### src/rtl/axi_rr_arbiter_2x1.sv
// Two-master to one-slave AXI4 round-robin arbiter.
// The read and write channels are arbitrated independently of each other.
// A grant covers exactly one burst and is held until that burst completes.
// All payload routing is combinational from the registered grant.
// Valid/ready contract: a transfer happens on a channel in any cycle where
// both valid and ready are high. Valids never depend on ready. The arbiter
// only forwards a channel while its FSM is in the state that owns it. Every
// other valid, ready and payload output is driven to zero.
module axi_rr_arbiter_2x1 #(
    parameter int ADDR_WIDTH = 32,
    parameter int DATA_WIDTH = 32
) (
    input  logic                    clk,
    input  logic                    rst_n,
    // master 0
    input  logic                    s0_axi_awvalid,
    input  logic [ADDR_WIDTH-1:0]   s0_axi_awaddr,
    input  logic [7:0]              s0_axi_awlen,
    input  logic [2:0]              s0_axi_awsize,
    input  logic [1:0]              s0_axi_awburst,
    output logic                    s0_axi_awready,
    input  logic                    s0_axi_wvalid,
    input  logic [DATA_WIDTH-1:0]   s0_axi_wdata,
    input  logic [DATA_WIDTH/8-1:0] s0_axi_wstrb,
    input  logic                    s0_axi_wlast,
    output logic                    s0_axi_wready,
    output logic                    s0_axi_bvalid,
    output logic [1:0]              s0_axi_bresp,
    input  logic                    s0_axi_bready,
    input  logic                    s0_axi_arvalid,
    input  logic [ADDR_WIDTH-1:0]   s0_axi_araddr,
    input  logic [7:0]              s0_axi_arlen,
    input  logic [2:0]              s0_axi_arsize,
    input  logic [1:0]              s0_axi_arburst,
    output logic                    s0_axi_arready,
    output logic                    s0_axi_rvalid,
    output logic [DATA_WIDTH-1:0]   s0_axi_rdata,
    output logic [1:0]              s0_axi_rresp,
    output logic                    s0_axi_rlast,
    input  logic                    s0_axi_rready,
    // master 1
    input  logic                    s1_axi_awvalid,
    input  logic [ADDR_WIDTH-1:0]   s1_axi_awaddr,
    input  logic [7:0]              s1_axi_awlen,
    input  logic [2:0]              s1_axi_awsize,
    input  logic [1:0]              s1_axi_awburst,
    output logic                    s1_axi_awready,
    input  logic                    s1_axi_wvalid,
    input  logic [DATA_WIDTH-1:0]   s1_axi_wdata,
    input  logic [DATA_WIDTH/8-1:0] s1_axi_wstrb,
    input  logic                    s1_axi_wlast,
    output logic                    s1_axi_wready,
    output logic                    s1_axi_bvalid,
    output logic [1:0]              s1_axi_bresp,
    input  logic                    s1_axi_bready,
    input  logic                    s1_axi_arvalid,
    input  logic [ADDR_WIDTH-1:0]   s1_axi_araddr,
    input  logic [7:0]              s1_axi_arlen,
    input  logic [2:0]              s1_axi_arsize,
    input  logic [1:0]              s1_axi_arburst,
    output logic                    s1_axi_arready,
    output logic                    s1_axi_rvalid,
    output logic [DATA_WIDTH-1:0]   s1_axi_rdata,
    output logic [1:0]              s1_axi_rresp,
    output logic                    s1_axi_rlast,
    input  logic                    s1_axi_rready,
    // interconnect s00
    output logic                    m_axi_awvalid,
    output logic [ADDR_WIDTH-1:0]   m_axi_awaddr,
    output logic [7:0]              m_axi_awlen,
    output logic [2:0]              m_axi_awsize,
    output logic [1:0]              m_axi_awburst,
    input  logic                    m_axi_awready,
    output logic                    m_axi_wvalid,
    output logic [DATA_WIDTH-1:0]   m_axi_wdata,
    output logic [DATA_WIDTH/8-1:0] m_axi_wstrb,
    output logic                    m_axi_wlast,
    input  logic                    m_axi_wready,
    input  logic                    m_axi_bvalid,
    input  logic [1:0]              m_axi_bresp,
    output logic                    m_axi_bready,
    output logic                    m_axi_arvalid,
    output logic [ADDR_WIDTH-1:0]   m_axi_araddr,
    output logic [7:0]              m_axi_arlen,
    output logic [2:0]              m_axi_arsize,
    output logic [1:0]              m_axi_arburst,
    input  logic                    m_axi_arready,
    input  logic                    m_axi_rvalid,
    input  logic [DATA_WIDTH-1:0]   m_axi_rdata,
    input  logic [1:0]              m_axi_rresp,
    input  logic                    m_axi_rlast,
    output logic                    m_axi_rready,
    // FSM state observation: write 0..3 = IDLE/ADDR/DATA/RESP, read 0..2 = IDLE/ADDR/DATA
    output logic [1:0]              dbg_wstate_o,
    output logic [1:0]              dbg_rstate_o
);

    typedef enum logic [1:0] {W_IDLE, W_ADDR, W_DATA, W_RESP} wstate_e;
    typedef enum logic [1:0] {R_IDLE, R_ADDR, R_DATA} rstate_e;

    wstate_e wstate_q, wstate_d;
    rstate_e rstate_q, rstate_d;
    logic    wgrant_q, wgrant_d, wptr_q, wptr_d;
    logic    rgrant_q, rgrant_d, rptr_q, rptr_d;

    assign dbg_wstate_o = wstate_q;
    assign dbg_rstate_o = rstate_q;

    // State, grant and round-robin pointer registers for both channels
    always_ff @(posedge clk) begin
        if (!rst_n) begin
            wstate_q <= W_IDLE;
            wgrant_q <= 1'b0;
            wptr_q   <= 1'b0;
            rstate_q <= R_IDLE;
            rgrant_q <= 1'b0;
            rptr_q   <= 1'b0;
        end else begin
            wstate_q <= wstate_d;
            wgrant_q <= wgrant_d;
            wptr_q   <= wptr_d;
            rstate_q <= rstate_d;
            rgrant_q <= rgrant_d;
            rptr_q   <= rptr_d;
        end
    end

    // Write next state: arbitrate in idle, then follow AW -> W(last) -> B
    always_comb begin
        wstate_d = wstate_q;
        wgrant_d = wgrant_q;
        wptr_d   = wptr_q;
        case (wstate_q)
            W_IDLE: if (s0_axi_awvalid || s1_axi_awvalid) begin
                wstate_d = W_ADDR;
                wgrant_d = (s0_axi_awvalid && s1_axi_awvalid) ? wptr_q : s1_axi_awvalid;
            end
            W_ADDR: if (m_axi_awvalid && m_axi_awready) wstate_d = W_DATA;
            W_DATA: if (m_axi_wvalid && m_axi_wready && m_axi_wlast) wstate_d = W_RESP;
            W_RESP: if (m_axi_bvalid && m_axi_bready) begin
                wstate_d = W_IDLE;
                // the master just served drops to lower priority
                wptr_d   = ~wgrant_q;
            end
            default: wstate_d = W_IDLE;
        endcase
    end

    // Write outputs: route only the channel owned by the current state
    always_comb begin
        m_axi_awvalid = 1'b0; m_axi_awaddr = '0; m_axi_awlen = '0;
        m_axi_awsize = '0; m_axi_awburst = '0;
        m_axi_wvalid = 1'b0; m_axi_wdata = '0; m_axi_wstrb = '0; m_axi_wlast = 1'b0;
        m_axi_bready = 1'b0;
        s0_axi_awready = 1'b0; s1_axi_awready = 1'b0;
        s0_axi_wready = 1'b0; s1_axi_wready = 1'b0;
        s0_axi_bvalid = 1'b0; s1_axi_bvalid = 1'b0;
        s0_axi_bresp = '0; s1_axi_bresp = '0;
        case (wstate_q)
            W_ADDR: begin
                m_axi_awvalid = wgrant_q ? s1_axi_awvalid : s0_axi_awvalid;
                m_axi_awaddr  = wgrant_q ? s1_axi_awaddr  : s0_axi_awaddr;
                m_axi_awlen   = wgrant_q ? s1_axi_awlen   : s0_axi_awlen;
                m_axi_awsize  = wgrant_q ? s1_axi_awsize  : s0_axi_awsize;
                m_axi_awburst = wgrant_q ? s1_axi_awburst : s0_axi_awburst;
                if (wgrant_q) s1_axi_awready = m_axi_awready;
                else          s0_axi_awready = m_axi_awready;
            end
            W_DATA: begin
                m_axi_wvalid = wgrant_q ? s1_axi_wvalid : s0_axi_wvalid;
                m_axi_wdata  = wgrant_q ? s1_axi_wdata  : s0_axi_wdata;
                m_axi_wstrb  = wgrant_q ? s1_axi_wstrb  : s0_axi_wstrb;
                m_axi_wlast  = wgrant_q ? s1_axi_wlast  : s0_axi_wlast;
                if (wgrant_q) s1_axi_wready = m_axi_wready;
                else          s0_axi_wready = m_axi_wready;
            end
            W_RESP: begin
                m_axi_bready = wgrant_q ? s1_axi_bready : s0_axi_bready;
                if (wgrant_q) begin
                    s1_axi_bvalid = m_axi_bvalid;
                    s1_axi_bresp  = m_axi_bresp;
                end else begin
                    s0_axi_bvalid = m_axi_bvalid;
                    s0_axi_bresp  = m_axi_bresp;
                end
            end
            default: ;
        endcase
    end

    // Read next state: arbitrate in idle, then follow AR -> R(last)
    always_comb begin
        rstate_d = rstate_q;
        rgrant_d = rgrant_q;
        rptr_d   = rptr_q;
        case (rstate_q)
            R_IDLE: if (s0_axi_arvalid || s1_axi_arvalid) begin
                rstate_d = R_ADDR;
                rgrant_d = (s0_axi_arvalid && s1_axi_arvalid) ? rptr_q : s1_axi_arvalid;
            end
            R_ADDR: if (m_axi_arvalid && m_axi_arready) rstate_d = R_DATA;
            R_DATA: if (m_axi_rvalid && m_axi_rready && m_axi_rlast) begin
                rstate_d = R_IDLE;
                rptr_d   = ~rgrant_q;
            end
            default: rstate_d = R_IDLE;
        endcase
    end

    // Read outputs: route only the channel owned by the current state
    always_comb begin
        m_axi_arvalid = 1'b0; m_axi_araddr = '0; m_axi_arlen = '0;
        m_axi_arsize = '0; m_axi_arburst = '0;
        m_axi_rready = 1'b0;
        s0_axi_arready = 1'b0; s1_axi_arready = 1'b0;
        s0_axi_rvalid = 1'b0; s0_axi_rdata = '0; s0_axi_rresp = '0; s0_axi_rlast = 1'b0;
        s1_axi_rvalid = 1'b0; s1_axi_rdata = '0; s1_axi_rresp = '0; s1_axi_rlast = 1'b0;
        case (rstate_q)
            R_ADDR: begin
                m_axi_arvalid = rgrant_q ? s1_axi_arvalid : s0_axi_arvalid;
                m_axi_araddr  = rgrant_q ? s1_axi_araddr  : s0_axi_araddr;
                m_axi_arlen   = rgrant_q ? s1_axi_arlen   : s0_axi_arlen;
                m_axi_arsize  = rgrant_q ? s1_axi_arsize  : s0_axi_arsize;
                m_axi_arburst = rgrant_q ? s1_axi_arburst : s0_axi_arburst;
                if (rgrant_q) s1_axi_arready = m_axi_arready;
                else          s0_axi_arready = m_axi_arready;
            end
            R_DATA: begin
                m_axi_rready = rgrant_q ? s1_axi_rready : s0_axi_rready;
                if (rgrant_q) begin
                    s1_axi_rvalid = m_axi_rvalid; s1_axi_rdata = m_axi_rdata;
                    s1_axi_rresp  = m_axi_rresp;  s1_axi_rlast = m_axi_rlast;
                end else begin
                    s0_axi_rvalid = m_axi_rvalid; s0_axi_rdata = m_axi_rdata;
                    s0_axi_rresp  = m_axi_rresp;  s0_axi_rlast = m_axi_rlast;
                end
            end
            default: ;
        endcase
    end

endmodule
### config.mk
export PLATFORM = sky130hd
export DESIGN_NAME = axi_rr_arbiter_2x1
export DESIGN_NICKNAME = d
export VERILOG_FILES = /design/src/rtl/axi_rr_arbiter_2x1.sv
export SDC_FILE = /design/constraint.sdc
export NUM_CORES = 1
export LEC_CHECK = 0
export BUFFER_PORTS_ARGS = -buffer_cell sky130_fd_sc_hd__buf_2
export CAP_MARGIN = 5
export CORE_AREA = 10 10 194 196
export DETAILED_ROUTE_END_ITERATION = 10
export DIE_AREA = 0 0 204 206
export PLACE_DENSITY = 0.38
export SLEW_MARGIN = 20
export SYNTH_ARGS = -nofsm -noshare
export SYNTH_HDL_FRONTEND = slang
export SYNTH_SLANG_ARGS = --single-unit
### constraint.sdc
create_clock -name clk -period 3.1 [get_ports clk]
set_clock_uncertainty 0.2 [all_clocks]
set_input_delay 0.62 -clock clk [delete_from_list [all_inputs] [get_ports clk]]
set_output_delay 0.62 -clock clk [all_outputs]
set_load 0.005 [all_outputs]
==> run summary <==
Top-area cell type share of the netlist area: 0.406
Max-cap violations: 0
Total power draw: 0.00194 W
Tmin final: 2.55 ns
Main area contributors after synthesis: mux2i_1 41%, nor2b_1 16%, and3_1 7.8%
Post-CTS setup buffers: 0
Worst hold path startpoint: wptr_q
CP Capture Type: output pin
Diodes inserted: 0
Drt pass-1 iters: 4
Initial Util: 0.0966
CTS buffer count: 3
Vias in the first global route: 5,497
Syn Area/Cell: 7.31 sq um
CP max FO: 43
Largest net degree at the start of global routing: 88
Syn_nets: 761
Placed Area: 6410 sq um
Clock Tree Buf Depth: 2
Post-synthesis register bit count: 8
Clock network power share: 0.112
Ys Warns: 0
Die Y: 206 um
Vias/cell: 3.68
DRT antenna net count: 0
Post-Synthesis Cells: 449
Status: finished, final reports clean
Placed wire-length estimate: 23,800 um
Combinational power share: 0.800
CP Buf/Inv Count: 3
CTS Root Cell: clkbuf_16
Min-Delay Endpoint: wptr_q
Commonest non-fill, non-tap cells in the layout: 527 x buf_2, 133 x mux2i_1, 85 x nor2b_1
Initial DRC Count: 156
Unrepaired setup endpoints after global routing: no
Power Density: 299 nW/um^2
GRT Resource Usage Total: 0.112
Max-slew headroom: 0.619
Clk_lat worst skew: 0.23 ns
Hold buffers post-CTS: 0
CTS clk-pin slew, worst paths: 0.04 ns
Worst min-delay path category: reg2reg
DRT Wirelength: 26,200 um
Slew Viols, Final: 0
Nets: 1,262
Total number of vias: 5,159
Core footprint: 33,900 sq um
Hold Path Cell Cnt: 2
DRC errors left: 0
Startpoint types: flop
Mapped cell area: 3280 sq um
R2R Path End: dbg_wstate_o[1]
Layout area overhead: 97.8%
Die Span X: 204 um
Switching power: 0.000848 W
Commonest non-fill, non-tap cell in the layout: buf_2
CTS resizes: 0
Finished Cell Area: 6490 sq um
Arrival time at the worst endpoint: 1.73 ns
Critical path class: reg2out
Setup TNS: 0 ns
R2r worst-path depth: 4
Clock sink total: 8
Area leader, netlist: mux2i_1
Period utilisation layout: 0.822
Fraction of layout cells with a size suffix above 1: 0.580
Switch share: 0.437
Register share of total power: 0.089
Std-Cell Rows: 68
Gp weighted congestion: 0.830
Pin slew with the least headroom to its limit: 0.570 ns
Die Area: 42,000 sq um
Max stage delay on crit path: 0.36 ns
Worst reg2reg startpoint: wgrant_q
CTS tree: done
Hold WS: 0.319 ns
Flop-to-flop setup slack: 0.98 ns
First-pass GRT wire length: 35,900 um
Initial antenna violation count: 13
Routed len/inst: 18.7 um
Sequential share of the synthesized area: 0.0488
H-tree depth: 1
Leakage Power: 3.70 nW
I/O pin cnt: 528
Worst path required time: 2.28 ns
Crit-path slowest cell: buf_4
Setup violators final: 0
Final Hold Vio Count: 0
Cell internal pwr: 0.00109 W
CP delay by family, top: buffers and inverters
Total grt overflow: 0
VDD IR max: 0.187 mV
Critical-path cell list: inv_1 -> ha_1 -> buf_4 -> nor2b_1 -> buf_2
Fmax: 393 MHz
PortBufs: 527
Post-synthesis cell type count: 33
## Yosys cell counts
| master | instances |
|---|---|
| buf_6 | 1 |
| and3_1 | 41 |
| a21oi_1 | 3 |
| nand2b_1 | 7 |
| o21ai_0 | 2 |
| clkbuf_1 | 22 |
| nor2_1 | 53 |
| mux2i_1 | 133 |
| a2bb2oi_1 | 1 |
| a311oi_1 | 1 |
| ha_1 | 4 |
| nand2_1 | 9 |
| nor3b_1 | 1 |
| mux2_4 | 1 |
| buf_4 | 10 |
| and4b_1 | 1 |
| a21boi_2 | 1 |
| nand4_1 | 1 |
| nor2_2 | 1 |
| a21boi_1 | 1 |
| o31ai_2 | 1 |
| buf_1 | 2 |
| dfxtp_1 | 8 |
| nor3_1 | 1 |
| nor2b_1 | 86 |
| a41oi_1 | 1 |
| and2_1 | 40 |
| a32oi_1 | 2 |
| o32ai_1 | 1 |
| nor4b_4 | 1 |
| buf_2 | 7 |
| or3b_1 | 1 |
| inv_1 | 4 |
## power by group through the flow
| stage | sequential, W | combinational, W | clock, W |
|---|---|---|---|
| floorplan | 0.000141 | 0.000855 | 0 |
| global placement | 0.000174 | 0.00160 | 0 |
| detailed placement | 0.000175 | 0.00160 | 0 |
| CTS | 0.000173 | 0.00160 | 0.000225 |
| global route | 0.000180 | 0.00173 | 0.000233 |
| finish | 0.000172 | 0.00155 | 0.000216 |
## area by class of cell
| type | instances | area [sq um] |
|---|---|---|
| clock buffers | 3 | 75.1 |
| fillers | 3894 | 27500 |
| inverters | 4 | 15.0 |
| multi-input cells | 395 | 2900 |
| flip-flops and latches | 8 | 168 |
| well taps | 455 | 569 |
| repair buffers | 538 | 2760 |
## flip-flops by register name, summed over array words and instances (netlist names)
name          cells
dbg_rstate_o      2
dbg_wstate_o      2
rgrant_q          1
rptr_q            1
wgrant_q          1
wptr_q            1
## worst register-to-register path, cell delays in order, from the launching register on
cell and delay [ns]:
dfxtp_4 0.66, mux2i_1 0.24, o31ai_2 0.39, nor4b_4 0.34, mux2i_1 0.22
## worst max-delay path by stage
| stage | endpoint | cells past startpoint | start |
|---|---|---|---|
| after floorplan | m_axi_awaddr[0] | 5 | dbg_wstate_o[1] |
| after global placement | s0_axi_rresp[1] | 4 | dbg_rstate_o[0] |
| after detailed placement | s0_axi_rdata[12] | 4 | dbg_rstate_o[0] |
| after CTS | s0_axi_rdata[12] | 4 | dbg_rstate_o[0] |
| after global routing | m_axi_awaddr[17] | 5 | dbg_wstate_o[1] |
| final | m_axi_awaddr[17] | 5 | dbg_wstate_o[1] |
## layer usage
metal  wire length, um  track usage  vias to the layer above
met5                32            0                        -
met4               419       0.0135                        6
met3              2820       0.0461                       34
met2             13400        0.217                      342
met1              9460        0.112                     2249
li1                  -            -                     2528
## metrics by stage
| step | setup slack [ns] | cells | util |
|---|---|---|---|
| finish | 0.553 | 1403 | 0.191 |
| global route | 0.395 | 1403 | 0.191 |
| CTS | 0.303 | 1403 | 0.191 |
| detailed placement | 0.558 | 1400 | 0.189 |
| global placement | 0.699 | 1400 | 0.189 |
| floorplan | 1.08 | 449 | - |
## kinds of logic (layout without fill, tap and decap cells)
| family | count (synthesis) | in the layout | synth area share |
|---|---|---|---|
| AND/OR/NAND/NOR | 243 | 243 | 0.423 |
| buffers and inverters | 46 | 545 | 0.0690 |
| AO/OA/AOI/OAI | 14 | 14 | 0.0332 |
| adder cells (fa/ha/maj) | 4 | 4 | 0.0153 |
| multiplexers | 134 | 134 | 0.410 |
| flip-flops | 8 | 8 | 0.0488 |
(Power assumes the default switching activity.)
